<file path="src/rtl/ro_edge_counter.sv">
// rtl/ro_edge_counter.sv - ring-oscillator edge counter with latched valid/ready readout
// Macro RO_CNT_SATURATE_EN: counter sticks at all-ones on overflow instead of wrapping.
module ro_edge_counter #(
   parameter int CNT_WIDTH   = 32,
   parameter int SYNC_STAGES = 2
) (
   input  logic                 clk,
   input  logic                 rst_n,
   input  logic                 ro_in,
   input  logic                 counteren,
   input  logic                 counterrst,
   input  logic                 count_ready,
   output logic                 count_valid,
   output logic [CNT_WIDTH-1:0] count_out,
   output logic                 count_ovf,
   output logic [1:0]           cnt_state
);

   localparam logic [1:0] ST_IDLE  = 2'b00;
   localparam logic [1:0] ST_COUNT = 2'b01;
   localparam logic [1:0] ST_DONE  = 2'b10;
   localparam logic [1:0] ST_HOLD  = 2'b11;

   localparam logic [CNT_WIDTH-1:0] CNT_MAX = '1;

   logic [SYNC_STAGES-1:0] sync_q, sync_d;
   logic                   prev_q, prev_d;
   logic [1:0]             state_q, state_d;
   logic [CNT_WIDTH-1:0]   cnt_q, cnt_d;
   logic                   ovf_q, ovf_d;
   logic [CNT_WIDTH-1:0]   count_out_q, count_out_d;
   logic                   count_ovf_q, count_ovf_d;
   logic                   ro_edge;
   logic [CNT_WIDTH-1:0]   cnt_inc;

   assign ro_edge = sync_q[SYNC_STAGES-1] & ~prev_q;

   // Value the counter takes on an edge at all-ones depends on the build option.
   always_comb begin
      cnt_inc = cnt_q + 1'b1;
      if (cnt_q == CNT_MAX) begin
`ifdef RO_CNT_SATURATE_EN
         cnt_inc = CNT_MAX;
`else
         cnt_inc = '0;
`endif
      end
   end

   always_comb begin
      sync_d      = {sync_q[SYNC_STAGES-2:0], ro_in};
      prev_d      = sync_q[SYNC_STAGES-1];
      state_d     = state_q;
      cnt_d       = cnt_q;
      ovf_d       = ovf_q;
      count_out_d = count_out_q;
      count_ovf_d = count_ovf_q;

      if (counterrst) begin
         state_d = ST_IDLE;
         cnt_d   = '0;
         ovf_d   = 1'b0;
      end else begin
         case (state_q)
            ST_IDLE: begin
               cnt_d = '0;
               if (counteren) state_d = ST_COUNT;
            end
            ST_COUNT: begin
               if (!counteren) begin
                  state_d     = ST_DONE;
                  count_out_d = cnt_q;
                  count_ovf_d = ovf_q;
               end else if (ro_edge) begin
                  cnt_d = cnt_inc;
                  if (cnt_q == CNT_MAX) ovf_d = 1'b1;
               end
            end
            ST_DONE: begin
               if (count_ready) state_d = ST_HOLD;
            end
            default: begin
               state_d = ST_HOLD;
            end
         endcase
      end
   end

   always_ff @(posedge clk or negedge rst_n) begin
      if (!rst_n) begin
         sync_q      <= '0;
         prev_q      <= 1'b0;
         state_q     <= ST_IDLE;
         cnt_q       <= '0;
         ovf_q       <= 1'b0;
         count_out_q <= '0;
         count_ovf_q <= 1'b0;
      end else begin
         sync_q      <= sync_d;
         prev_q      <= prev_d;
         state_q     <= state_d;
         cnt_q       <= cnt_d;
         ovf_q       <= ovf_d;
         count_out_q <= count_out_d;
         count_ovf_q <= count_ovf_d;
      end
   end

   assign count_valid = (state_q == ST_DONE);
   assign count_out   = count_out_q;
   assign count_ovf   = count_ovf_q;
   assign cnt_state   = state_q;

endmodule
</file>
<file path="config.mk">
export PLATFORM = sky130hd
export DESIGN_NAME = ro_edge_counter
export DESIGN_NICKNAME = d
export VERILOG_FILES = /design/src/rtl/ro_edge_counter.sv
export SDC_FILE = /design/constraint.sdc
export NUM_CORES = 1
export LEC_CHECK = 0
export BUFFER_PORTS_ARGS = -buffer_cell sky130_fd_sc_hd__buf_4
export CORE_MARGIN = 10
export CORE_UTILIZATION = 25
export CTS_CLUSTER_SIZE = 14
export DETAILED_ROUTE_END_ITERATION = 10
export SETUP_SLACK_MARGIN = 0.3
export SLEW_MARGIN = 40
export SYNTH_ARGS = -nofsm -noshare
export SYNTH_HDL_FRONTEND = slang
export SYNTH_SLANG_ARGS = --single-unit
</file>
<file path="constraint.sdc">
create_clock -name clk -period 2.85 [get_ports clk]
set_clock_uncertainty 0.2 [all_clocks]
set_input_delay 0.7125 -clock clk [delete_from_list [all_inputs] [get_ports clk]]
set_output_delay 0.7125 -clock clk [all_outputs]
set_load 0.05 [all_outputs]
</file>
======== Yosys cells after proc, flatten, opt, wreduce, memory -nomap -nowiden ========
Index checks and enable logic that the tools add are counted.
word-level totals
  flip-flop bits (word level) ............. 71
  input bits .............................. 6
  output and inout bits ................... 36
  word-level logic and storage cells ...... 45
cells by class
  $add $sub $neg .......................... 1
  equal/unequal tests ..................... 8
  muxes and demuxes ....................... 15
  bitwise logic cells ..................... 4
  reductions and logical operators ........ 10
operator list
  cell                     count
  $mux W32                 4
  $pmux W32 S2             1
  $add A32 B1 Y32 const B  1
  $eq A32 B32 Y1 const B   1
  $ne A3 B3 Y1 const B     5
  $reduce_and A3 Y1        3
  $mux W2                  4
  $reduce_bool A2 Y1       4
  $pmux W2 S3              1
  $mux W1                  5
  $reduce_and A4 Y1        1
  $not A1 Y1               3
  $reduce_bool A3 Y1       1
  $eq A2 B1 Y1 const B     1
  $eq A2 B2 Y1 const B     1
  $logic_not A2 Y1         1
  $and A1 B1 Y1            1

======== Longest topological paths before layout ========
  depth after elaboration ................. 6
  depth in mapped cells ................... 8

======== Least setup slack after synthesis ========
Ideal clock, no wire load.
  kind .................................... reg-to-output
  from .................................... register state_q[1] (netlist: cnt_state[1])
  to ...................................... output port count_valid
  arrival time ............................ 1.480 ns
  data required time ...................... 1.938 ns
  setup slack ............................. 0.458 ns
  stages on the path, launching flop included .. 2
  cell sequence ........................... dfrtp_1 -> nor2b_1
between the ends
  cells in the longest elaborated chain, start to end .. 1
ends and longest elaborated chain
  element                 RTL line  source
  from (decl)             28        logic [1:0] state_q, state_d;
  from (signal assigned)  101       state_q <= state_d;
  $eq A2 B2 Y1            109       assign count_valid = (state_q == ST_DONE);
  to (decl)               13        output logic count_valid,
No other way between the ends.

======== Worst setup path in the final report ========
  from .................................... register cnt_q[1]
  to ...................................... register cnt_q[21]
between the ends
  cells in the longest elaborated chain, start to end .. 6
  elaborated cells between the ends (all ways) .. 7
  those cells by class .................... add/sub: 1; eq/ne: 1; mux: 5
ends and longest elaborated chain
  element                                            RTL line  source
  from (decl)                                        29        logic [CNT_WIDTH-1:0] cnt_q, cnt_d;
  from (signal assigned)                             102       cnt_q <= cnt_d;
  $add A32 B1 Y32 or $eq A32 B32 Y1 (tied branches)  40, 41
  $mux W32 (*)                                       41        if (cnt_q == CNT_MAX) begin
  $mux W32 (*)                                       74        end else if (ro_edge) begin
  $mux W32 (*)                                       70        if (!counteren) begin
  $pmux W32 S2 (*)                                   64        case (state_q)
  $mux W32 (*)                                       59        if (counterrst) begin
Mark *: on every way between the ends. The rest lies on a longest branch, timed or not. The select of a mux whose other input is x is not followed.
A chain may end at the register's enable or synchronous reset.

==> results by group <==
Power
  – P_sw: about 0.00047 W
  – Pwr dens: 570 nW/µm²
  – Max VDD drop: about 0.00028 V
  – Clock network power share: 0.506
  – Flop pwr share: 0.450
  – Logic pwr share: 0.044
  – Int Power: 0.00179 W
  – Leak Pwr: ~1.8 nW
  – Sw Share: 0.209

Setup path
  – WP data required: roughly 2900 ps
  – CP Class: reg2reg
  – CP startpoint: cnt_q[1]$_DFFE_PN0P_
  – Worst Setup Start Kind: register
  – Cells on worst reg2reg path: 7
  – CP Capture Point: cnt_q[21]$_DFFE_PN0P_
  – Worst R2R End: cnt_q[21]$_DFFE_PN0P_
  – Worst EP arrival: roughly 2400 ps
  – Worst-path fanout max: 24
  – Endpoint type of the worst setup path: register
  – Worst R2R Setup Slack: around 520 ps
  – FF-to-FF Start: cnt_q[1]$_DFFE_PN0P_

Timing
  – Slew Viols, Final: 0
  – Minimum clock period: about 2300 ps
  – F_max: about 0.43 GHz
  – Final hold vios: 0
  – Slew HR: 0.617
  – RSZ-0062 raised after global routing: false
  – Worst Hold Slack: 151 ps
  – Worst-margin pin slew: between 500 and 600 ps
  – Post-route clock period utilization: 0.819
  – Total negative slack: 0 ps
  – Final setup fails: 0

CTS
  – Clock Latency Late Sink: roughly 340 ps
  – Resized cells post-CTS: 0
  – CTS tree: built
  – H-tree levels: 3
  – Clock Tree Buf Depth: 2
  – Cts bufs inserted: 9
  – Clk sink count: between 70 and 80
  – Post CTS Setup Buffer Count: 0
  – Reg clk slew, reported paths: 50 ps
  – CTS Hold Bufs: 0
  – Clock Root Buffer: clkbuf_16

Routing
  – Router iterations before antenna repair: 4
  – WL final: between 6000 and 7000 µm
  – Vias: between 2000 and 2500
  – Vias/cell: 4.33
  – Post-route ant nets: 0
  – Drt initial violations: about 200
  – Drt wl/cell: around 14 µm
  – DRC violations left: 0

Placement
  – Hpwl dp: between 4000 and 5000 µm
  – Placed inst area: around 3700 µm²
  – Gpl congestion: roughly 0.86
  – PortBufs: 41

Yosys
  – Yosys warnings: 0
  – Post-synth EDFFs: 0
  – Async set-reset flop share out of synthesis: 1.00
  – Mapped Area: 3110 µm²
  – Average size of a mapped cell: around 12 µm²
  – Most frequent cell after synthesis: dfrtp_1
  – Seq/Total Area, Yosys: 0.571
  – Synth top area cells: dfrtp_1, mux2_2, xnor2_1
  – Post-synth top area share: 0.571
  – FF+latch count, synth: between 70 and 80
  – Commonest cells post-synth: dfrtp_1, nor2_1, mux2_2, xnor2_1, nor3_1
  – Primary FF master, synth: dfrtp_1
  – Area leader, netlist: dfrtp_1
  – Synthesized instance count: ~270
  – Post-synthesis net count: approximately 280
  – Synth cell types: 38

Finish
  – Fin util: 0.328
  – Layout area overhead: 27.6%
  – Filler cells: 1236
  – N_diodes: 0
  – FF+latch area: approximately 1800 µm²
  – Fin area: ~4000 µm²
  – Area taken by multi-input logic gates: between 1000 and 1500 µm²
  – NumNets Final: 325
  – Share of layout cells above drive strength 1: 0.328

Die
  – Die Footprint: around 17000 µm²
  – Starting density of the core: 0.257
  – Die Span X: roughly 130 µm
  – Vert. Die Dim: between 100 and 150 µm
  – Area of the core: ~12000 µm²
  – Ports: 42
  – FP Rows: 40

Global routing
  – First-pass GRT wire length: roughly 12000 µm
  – Maximum number of pins on one net before global-route repair: between 40 and 50
  – Total gr overflow: 0
  – Initial antenna violation count: 0
  – GRT Total Usage: 0.0833
  – Vias in the first global route: roughly 2200

Outcome
  – Outcome: completed

Min path
  – Hold Path Class: reg2reg

Job
  – Maxcap violations: 0
[critical path, cell delays in order, from the launching register on]
cell	delay, ps
dfrtp_1	420
ha_1	220
and3_1	260
nand3_1	110
or3_1	470
a21oi_4	260
buf_12	200
nor2_1	60
[layout make-up]
type	count	area share
well taps	168	0.0529
repair buffers	49	0.0989
flip-flops and latches	71	0.447
clock buffers	13	0.0681
inverters	8	0.00756
multi-input cells	179	0.315
clock inverters	3	0.0101
[sequential cells by signal, indices dropped and copies added, names as in the netlist]
signal and flops:
ovf_q 1, count_ovf 1, count_out 32, sync_q 2
cnt_state 2, cnt_q 32, prev_q 1
[cell usage in the layout (no fill, tap or decap), drive strengths merged, types with 2 or more instances in the layout]
cell     n
mux2    33
a21oi    2
and3     3
o21ai    5
nand2   13
inv      8
nor4     2
dfrtp   71
xor2     2
xnor2   25
and4     6
nor3    17
clkinv   2
nand4    3
nor2    40
nand3   11
buf     49
clkbuf  13
o211ai   3
[metal layers]
layer / global-route usage / vias up / wire (µm)
li1: - / 1016 / -
met3: 0.0427 / 12 / 385
met1: 0.0990 / 1058 / 3180
met5: 0 / - / 0
met4: 0.0278 / 0 / 109
met2: 0.127 / 38 / 3260
[power groups by stage]
stage | Clock (W) | Sequential (W) | Combinational [W]
after detailed placement | 0 | 0.00104 | 0.000101
after floorplan | 0 | 0.00104 | 0.0000434
after global routing | 0.00123 | 0.00102 | 0.000110
after global placement | 0 | 0.00104 | 0.0000999
final | 0.00115 | 0.00102 | 0.0000985
after CTS | 0.00118 | 0.00102 | 0.000101
[how the worst min path moves through the flow]
stage	slack, ps	from	to	depth (start not counted)
4_1_cts	150	sync_q[0]$_DFF_PN0_	sync_q[1]$_DFF_PN0_	0
3_5_place_dp	140	sync_q[0]$_DFF_PN0_	sync_q[1]$_DFF_PN0_	0
5_1_grt	160	sync_q[0]$_DFF_PN0_	sync_q[1]$_DFF_PN0_	0
3_3_place_gp	140	sync_q[0]$_DFF_PN0_	sync_q[1]$_DFF_PN0_	0
6_report	150	sync_q[0]$_DFF_PN0_	sync_q[1]$_DFF_PN0_	0
2_1_floorplan	130	sync_q[0]$_DFF_PN0_	sync_q[1]$_DFF_PN0_	0
[logic make-up after synthesis]
family          synth area share
mux                        0.119
simple gates               0.167
fa+ha+maj                0.00402
xor+xnor                  0.0760
flops                      0.571
compound gates            0.0346
buf+inv                   0.0281
[through the flow]
stage                     std cells  total power [W]  setup slack, ps
after CTS                       491          0.00230              531
final                           491          0.00226              516
after global placement          475          0.00114              529
after global routing            491          0.00236              338
after detailed placement        475          0.00114              484
after floorplan                 268          0.00109              458
(Power assumes the default switching activity.)
